===== src/rtl/des_pkg.sv =====
// Shared DES key-schedule definitions: PC-1/PC-2 tables, shift table and FSM states.
// The optional decrypt path in des_key_schedule is enabled by DES_KS_DECRYPT_EN.
package des_pkg;

   localparam int unsigned KEY_W  = 64;
   localparam int unsigned CD_W   = 56;
   localparam int unsigned HALF_W = 28;
   localparam int unsigned KN_W   = 48;

   typedef enum logic [1:0] {
      ST_IDLE  = 2'd0,
      ST_ROUND = 2'd1,
      ST_DONE  = 2'd2
   } ks_state_t;

   // PC-1: entry i gives the key bit (1 = MSB) that lands in C/D bit i+1
   localparam int unsigned PC1_TAB [56] = '{
      57, 49, 41, 33, 25, 17,  9,
       1, 58, 50, 42, 34, 26, 18,
      10,  2, 59, 51, 43, 35, 27,
      19, 11,  3, 60, 52, 44, 36,
      63, 55, 47, 39, 31, 23, 15,
       7, 62, 54, 46, 38, 30, 22,
      14,  6, 61, 53, 45, 37, 29,
      21, 13,  5, 28, 20, 12,  4
   };

   // PC-2: entry i gives the C/D bit that lands in subkey bit i+1
   localparam int unsigned PC2_TAB [48] = '{
      14, 17, 11, 24,  1,  5,
       3, 28, 15,  6, 21, 10,
      23, 19, 12,  4, 26,  8,
      16,  7, 27, 20, 13,  2,
      41, 52, 31, 37, 47, 55,
      30, 40, 51, 45, 33, 48,
      44, 49, 39, 56, 34, 53,
      46, 42, 50, 36, 29, 32
   };

   // Shift table s(n): bit n set means s(n) = 2, clear means s(n) = 1 (bit 0 unused)
   localparam logic [16:0] SHIFT_TWO = 17'b0_1111_1101_1111_1000;

   function automatic logic shift_two(input logic [4:0] n);
      return SHIFT_TWO[n];
   endfunction

endpackage


===== src/rtl/des_pc2.sv =====
// Combinational PC-2 permutation: 56-bit {C,D} to 48-bit round subkey.
module des_pc2
   import des_pkg::*;
(
   input  logic [1:CD_W] cd,
   output logic [1:KN_W] kn
);

   for (genvar g = 0; g < 48; g++) begin : g_pc2
      assign kn[g+1] = cd[PC2_TAB[g]];
   end

   // Bits 9,18,22,25,35,38,43,54 are dropped by PC-2
   logic unused_cd;
   assign unused_cd = ^{cd[9], cd[18], cd[22], cd[25], cd[35], cd[38], cd[43], cd[54]};

endmodule


===== src/rtl/des_key_schedule.sv =====
// DES key schedule: delivers K1..K16 one per valid/next handshake.
// Define DES_KS_DECRYPT_EN to add the decrypt port and K16..K1 ordering.
module des_key_schedule
   import des_pkg::*;
(
   input  logic           clk,
   input  logic           rst,
   input  logic           start,
   input  logic [1:KEY_W] key,
`ifdef DES_KS_DECRYPT_EN
   input  logic           decrypt,
`endif
   input  logic           next,
   output logic           kn_valid,
   output logic [1:KN_W]  Kn,
   output logic [4:0]     kn_index,
   output logic           done
);

   ks_state_t       state;
   logic [1:HALF_W] c, d;
   logic [3:0]      rnd;     // holds n-1 so rounds 1..16 fit in four bits
   logic [1:CD_W]   pc1_key;
   logic [1:HALF_W] c_load, d_load, c_step, d_step;
   logic [4:0]      idx_load, idx_step;

   function automatic logic [1:HALF_W] rotl(input logic [1:HALF_W] v, input logic two);
      return two ? {v[3:HALF_W], v[1:2]} : {v[2:HALF_W], v[1]};
   endfunction

   // PC-1 selection of the 56 key bits
   for (genvar g = 0; g < 56; g++) begin : g_pc1
      assign pc1_key[g+1] = key[PC1_TAB[g]];
   end

   // Parity bits do not take part in the schedule
   logic unused_parity;
   assign unused_parity = ^{key[8], key[16], key[24], key[32], key[40], key[48], key[56], key[64]};

`ifdef DES_KS_DECRYPT_EN
   logic dec_q;

   function automatic logic [1:HALF_W] rotr(input logic [1:HALF_W] v, input logic two);
      return two ? {v[HALF_W-1:HALF_W], v[1:HALF_W-2]} : {v[HALF_W], v[1:HALF_W-1]};
   endfunction

   // Direction is captured only with an accepted load
   always_ff @(posedge clk) begin
      if (rst)                          dec_q <= 1'b0;
      else if (state == ST_IDLE && start) dec_q <= decrypt;
   end

   // Decrypt starts from C0/D0 (== C16/D16) and walks the shifts backwards
   assign c_load   = decrypt ? pc1_key[1:HALF_W]      : rotl(pc1_key[1:HALF_W], shift_two(5'd1));
   assign d_load   = decrypt ? pc1_key[HALF_W+1:CD_W] : rotl(pc1_key[HALF_W+1:CD_W], shift_two(5'd1));
   assign idx_load = decrypt ? 5'd16 : 5'd1;
   assign c_step   = dec_q ? rotr(c, shift_two(5'd16 - 5'(rnd))) : rotl(c, shift_two(5'(rnd) + 5'd2));
   assign d_step   = dec_q ? rotr(d, shift_two(5'd16 - 5'(rnd))) : rotl(d, shift_two(5'(rnd) + 5'd2));
   assign idx_step = dec_q ? (5'd15 - 5'(rnd)) : (5'(rnd) + 5'd2);
`else
   // Encrypt-only load and advance
   assign c_load   = rotl(pc1_key[1:HALF_W], shift_two(5'd1));
   assign d_load   = rotl(pc1_key[HALF_W+1:CD_W], shift_two(5'd1));
   assign idx_load = 5'd1;
   assign c_step   = rotl(c, shift_two(5'(rnd) + 5'd2));
   assign d_step   = rotl(d, shift_two(5'(rnd) + 5'd2));
   assign idx_step = 5'(rnd) + 5'd2;
`endif

   // Schedule FSM with registered handshake outputs
   always_ff @(posedge clk) begin
      if (rst) begin
         state    <= ST_IDLE;
         c        <= '0;
         d        <= '0;
         rnd      <= '0;
         kn_valid <= 1'b0;
         kn_index <= '0;
         done     <= 1'b0;
      end else begin
         done <= 1'b0;
         case (state)
            ST_IDLE: begin
               if (start) begin
                  c        <= c_load;
                  d        <= d_load;
                  rnd      <= '0;
                  kn_valid <= 1'b1;
                  kn_index <= idx_load;
                  state    <= ST_ROUND;
               end
            end
            ST_ROUND: begin
               if (next) begin
                  if (rnd == 4'd15) begin
                     kn_valid <= 1'b0;
                     kn_index <= '0;
                     done     <= 1'b1;
                     state    <= ST_DONE;
                  end else begin
                     c        <= c_step;
                     d        <= d_step;
                     rnd      <= rnd + 4'd1;
                     kn_index <= idx_step;
                  end
               end
            end
            ST_DONE: state <= ST_IDLE;
            default: state <= ST_IDLE;
         endcase
      end
   end

   des_pc2 u_pc2 (
      .cd ({c, d}),
      .kn (Kn)
   );

endmodule


===== config.mk =====
export PLATFORM = sky130hd
export DESIGN_NAME = des_key_schedule
export DESIGN_NICKNAME = d
export VERILOG_FILES = /design/src/rtl/des_pkg.sv /design/src/rtl/des_pc2.sv /design/src/rtl/des_key_schedule.sv
export SDC_FILE = /design/constraint.sdc
export NUM_CORES = 1
export LEC_CHECK = 0
export BUFFER_PORTS_ARGS = -buffer_cell sky130_fd_sc_hd__clkbuf_2
export CORE_MARGIN = 2
export CORE_UTILIZATION = 50
export DETAILED_ROUTE_END_ITERATION = 6
export PLACE_DENSITY = 0.82
export RECOVER_POWER = 100
export REMOVE_ABC_BUFFERS = 1
export SYNTH_ARGS = -nofsm -noshare
export SYNTH_HDL_FRONTEND = slang
export SYNTH_SLANG_ARGS = --single-unit

===== constraint.sdc =====
create_clock -name clk -period 6.3 [get_ports clk]
set_clock_uncertainty 0.15 [all_clocks]
set_input_delay 1.26 -clock clk [delete_from_list [all_inputs] [get_ports clk]]
set_output_delay 1.26 -clock clk [all_outputs]
set_load 0.05 [all_outputs]

Yosys cells after proc, flatten, opt, wreduce, memory -nomap -nowiden
Memories as Yosys holds them, arrays and structs flattened. Index checks and enable logic that the tools add are counted.

Add/sub/neg operators: 2. Equal/unequal tests: 6. Div/mod/pow operators: 0. Muxes and demuxes: 28. Shifts and indexed selects: 0. Bitwise operators: 2. Magnitude comparators: 1. Reductions and logical operators: 7. Multipliers: 0.

Operators by type and width (number): $mux 28 (8); $pmux 28 s2 (2); $mux 5 (3); $mux 4 (3); $pmux 5 s2 (1); $ne 2x2->1 const B (4); $pmux 4 s2 (1); $reduce_and 4->1 (2); $lt 5x6->1 const B (1); $mux 2 (3); $reduce_and 3->1 (2); $add 4x2->5 const B (1); $mux 1 (5); $add 4x1->4 const B (1); $eq 4x4->1 const B (1); $pmux 2 s2 (1); $reduce_or 3->1 (1); $eq 2x1->1 const B (1); $logic_not 2->1 (1); $not 1->1 (2); $pmux 1 s2 (1); $reduce_bool 2->1 (1).

Bits in latches: 0. Memories: 1. Word-level logic and storage cells: 54. RAM bits: 0. Register bits: 69. Memory bits (read-only): 32.

Memories: (no name shown) (depth 32, bits a word 1, rd ports 1, clocked after memory_dff 0, wr ports 0, line des_pkg.sv:44) `return SHIFT_TWO[n];`.

Depth between registers and ports, before layout
Depth in word-level cells: 7. Depth in mapped cells: 9.

Modules after synthesis
Synthesis repeated with hierarchy kept, for this count alone.

Cells, all modules: 468. Area, all modules: 4430.5 um2.

Modules (own cells, without submodules): des_key_schedule (area an instance 4070.2 um2, cells each 420, times used 1, sequential area each 1381.3 um2); des_pc2 (area an instance 360.3 um2, cells each 48, times used 1, sequential area each 0.0 um2).

Worst setup path after synthesis
No wires, ideal clock.

Kind: in2reg. From: input rst. To: register c[10] (netlist bit). Slack: 3653 ps. Arrival: 2355 ps. Path buffers: 3. Cell stages on the path: 4. Setup time: 143 ps. Cell sequence: clkbuf_1 -> clkbuf_1 -> clkbuf_1 -> o41ai_2.

RTL lines: start: declaration (line des_key_schedule.sv:7) `input logic rst,`; end signal: assignment (line des_key_schedule.sv:85) `c <= c_load;`; end signal: assignment (line des_key_schedule.sv:101) `c <= c_step;`; end: declaration (line des_key_schedule.sv:21) `logic [1:HALF_W] c, d;`.

No word-level cell between the ends.

==> flow_metrics.env <==
export IMPL_multi_input_comb_area_mm2=0.00220
export IMPL_startpoint_type="input pin"
export IMPL_clkTransAtPathRegs_ps=80
export IMPL_syn_to_final_growth_pct=0.791
export IMPL_place_ws_ps=3060
export IMPL_start_util_pct=51.3
export IMPL_p_leak_nw=1.66
export IMPL_cp_max_fo=59
export IMPL_drtPass1Iterations=4
export IMPL_fin_hold_ws_ps=335
export IMPL_rsz0062_at_grt="false"
export IMPL_intPower_mw=0.768
export IMPL_postRouteAntennaNets=0
export IMPL_io_pins=123
export IMPL_violations="max-capacitance violations, max-slew violations"
export IMPL_vias=3484
export IMPL_ir_drop_mv=0.131
export IMPL_finalCritPeriodShare_pct=53.9
export IMPL_yosysWarnings=0
export IMPL_grt_pass1_vias=3449
export IMPL_cts_max_level=3
export IMPL_die_height_um=98.1
export IMPL_synth_area_mm2=0.00443
export IMPL_fillers=871
export IMPL_hold_viol=0
export IMPL_switching_share_pct=35.4
export IMPL_min_period_ps=3400
export IMPL_num_rows=34
export IMPL_cap_violations=1
export IMPL_drc_errors=0
export IMPL_fmax_mhz=294
export IMPL_comb_power_share_pct=27.3
export IMPL_finalNetCount=575
export IMPL_dpl_cell_area_mm2=0.00460
export IMPL_overflow=0
export IMPL_synthCells=468
export IMPL_seq_area_frac_synth_pct=31.2
export IMPL_worstSetupEndpointType="flip-flop"
export IMPL_die_width_um=98.1
export IMPL_min_delay_path_class="reg -> reg"
export IMPL_max_slew_margin_rel_pct=-18.4
export IMPL_cts_root_buf="clkbuf_8"
export IMPL_die_area_mm2=0.00963
export IMPL_fin_cells=618
export IMPL_first_iter_violations=120
export IMPL_p_clk_share_pct=30.6
export IMPL_clkLatencyLatePin_ps=330
export IMPL_numCtsBuffers=9
export IMPL_num_antenna_cells=0
export IMPL_coreArea_mm2=0.00864
export IMPL_required_ps=6300
export IMPL_avgSynthCellArea_um2=9.47
export IMPL_routed_wl_um=9380
export IMPL_wl_per_cell_um=15.2
export IMPL_critPathKind="in -> reg"
export IMPL_grt_total_usage_pct=19.0
export IMPL_ys_flop_type="dfxtp_1"
export IMPL_clock_sinks=69
export IMPL_seq_area_mm2=0.00138
export IMPL_fin_area_mm2=0.00447
export IMPL_postCtsSetupBuffers=0
export IMPL_antenna_found_initial=0
export IMPL_p_sw_mw=0.422
export IMPL_grt_max_degree=100
export IMPL_ctsResizeCount=0
export IMPL_yosysUniqueCellTypes=36
export IMPL_setup_viol=0
export IMPL_via_per_inst=5.64
export IMPL_synth_edf_count=0
export IMPL_fin_ws_ps=2900
export IMPL_place_hpwl_um=6250
export IMPL_final_util_pct=51.7
export IMPL_io_buffers=114
export IMPL_grt_pass1_wl_um=15500
export IMPL_drive_gt1_share_pct=17.3
export IMPL_clockBufferDepth=2
export IMPL_status="complete, but fails checks"
export IMPL_place_gp_congestion=0.781
export IMPL_powerDensity_mw_per_mm2=266
export IMPL_tritoncts="built"
export IMPL_slew_viol_final=51
export IMPL_worst_ep_arrival_time_ps=3400
export IMPL_worst_slew_pin_slew_ps=1780
export IMPL_dp_cells=602
export IMPL_power_share_sequential_pct=42.1
export IMPL_async_flop_share_pct=0
export IMPL_cts_hold_buf=0
export IMPL_ys_seq_elements=69
==> Yosys cell counts (all sizes together), types with 2 or more instances <==
cell | count | area (um2)
nand3 | 2 | 10.0
o41ai | 36 | 586
o21ai | 3 | 15.0
or3 | 5 | 31.3
or2 | 2 | 12.5
nor3 | 3 | 15.0
nor2 | 52 | 195
nand2b | 40 | 250
nor4 | 2 | 12.5
a22oi | 21 | 158
and3 | 2 | 12.5
clkbuf | 20 | 75.1
ha | 2 | 25.0
a21oi | 3 | 15.0
buf | 73 | 522
mux2i | 53 | 531
dfxtp | 69 | 1380
nor3b | 6 | 55.1
o22ai | 16 | 100
nand3b | 40 | 300
inv | 4 | 15.0
o31ai | 4 | 30.0
==> layout by cell type, fill, tap and decap left out, drive strengths merged <==
master	synthesis	routed
a211o	1	1
o31ai	4	4
a21oi	3	3
ha	2	2
nand3	2	2
o21ai	3	3
clkbuf	20	124
xor2	1	1
nor3	3	3
buf	73	5
nor4bb	1	1
nor3b	6	6
xnor2	1	1
clkinv	0	3
or3	5	5
or2	2	2
a221oi	1	1
and3	2	2
mux2i	53	53
bufinv	0	1
nand2b	40	40
nor2	52	52
nand4	1	1
o22ai	16	16
clkinvlp	0	1
a211oi	1	1
and3b	1	1
inv	4	5
a31o	1	1
nand3b	40	40
nor4	2	2
o41ai	36	36
dfxtp	69	69
and2b	1	1
a22oi	21	21
==> power by group through the flow <==
stage	clock network (mW)	logic [mW]	registers, mW
2_1_floorplan	0	0.188	0.603
3_3_place_gp	0	0.350	0.507
3_5_place_dp	0	0.357	0.510
4_1_cts	0.372	0.358	0.500
5_1_grt	0.391	0.349	0.505
6_report	0.364	0.325	0.501
==> area by class of cell <==
cell class | instances | area share, %
Multi-Input combinational cell | 302 | 49.2
Sequential cell | 69 | 30.9
Timing Repair Buffer | 119 | 12.0
Clock buffer | 10 | 3.08
Tap cell | 108 | 3.03
Clock inverter | 6 | 1.37
Inverter | 4 | 0.336
==> worst paths after layout <==
path	depth (start not counted)	start	slack (ps)	end
min reg2reg	2	d[7]	340	d[7]
max reg2reg	6	rnd[1]	3650	c[20]
max	4	rst	2900	c[18]
min	2	d[7]	340	d[7]
==> worst max-delay path, cell delays in order <==
cell	delay [ps]
buf_4	430
clkbuf_1	1330
nand3b_1	240
o41ai_1	90
==> metal layers <==
| layer | global-route usage (%) | share of wire [%] | vias to the layer above |
|---|---|---|---|
| li1 | - | - | 1736 |
| met1 | 22.6 | 45 | 1649 |
| met2 | 34.0 | 48 | 88 |
| met3 | 3.65 | 5.3 | 11 |
| met4 | 6.74 | 1.5 | 0 |
| met5 | 0 | 0 | - |
==> flip-flops by register name, summed over array words and instances, names as in the netlist <==
name      flops
c            28
d            28
done          1
kn_index      5
kn_valid      1
rnd           4
state         2
==> kinds of logic (layout without fill, tap and decap cells) <==
family	count (synthesis)	after routing	share of synthesized area (%)
simple gates	158	158	20.9
buf+inv	97	139	13.8
compound gates	87	87	21.2
flops	69	69	31.2
mux	53	53	12.0
fa+ha+maj	2	2	0.565
xor+xnor	2	2	0.395
==> per-stage QoR <==
step / total power [mW] / TNS (ps)
3_3_place_gp: 0.858 / 0
2_1_floorplan: 0.790 / -182110
5_1_grt: 1.24 / 0
3_5_place_dp: 0.867 / 0
4_1_cts: 1.23 / 0
6_report: 1.19 / 0
(Power assumes the default switching activity.)
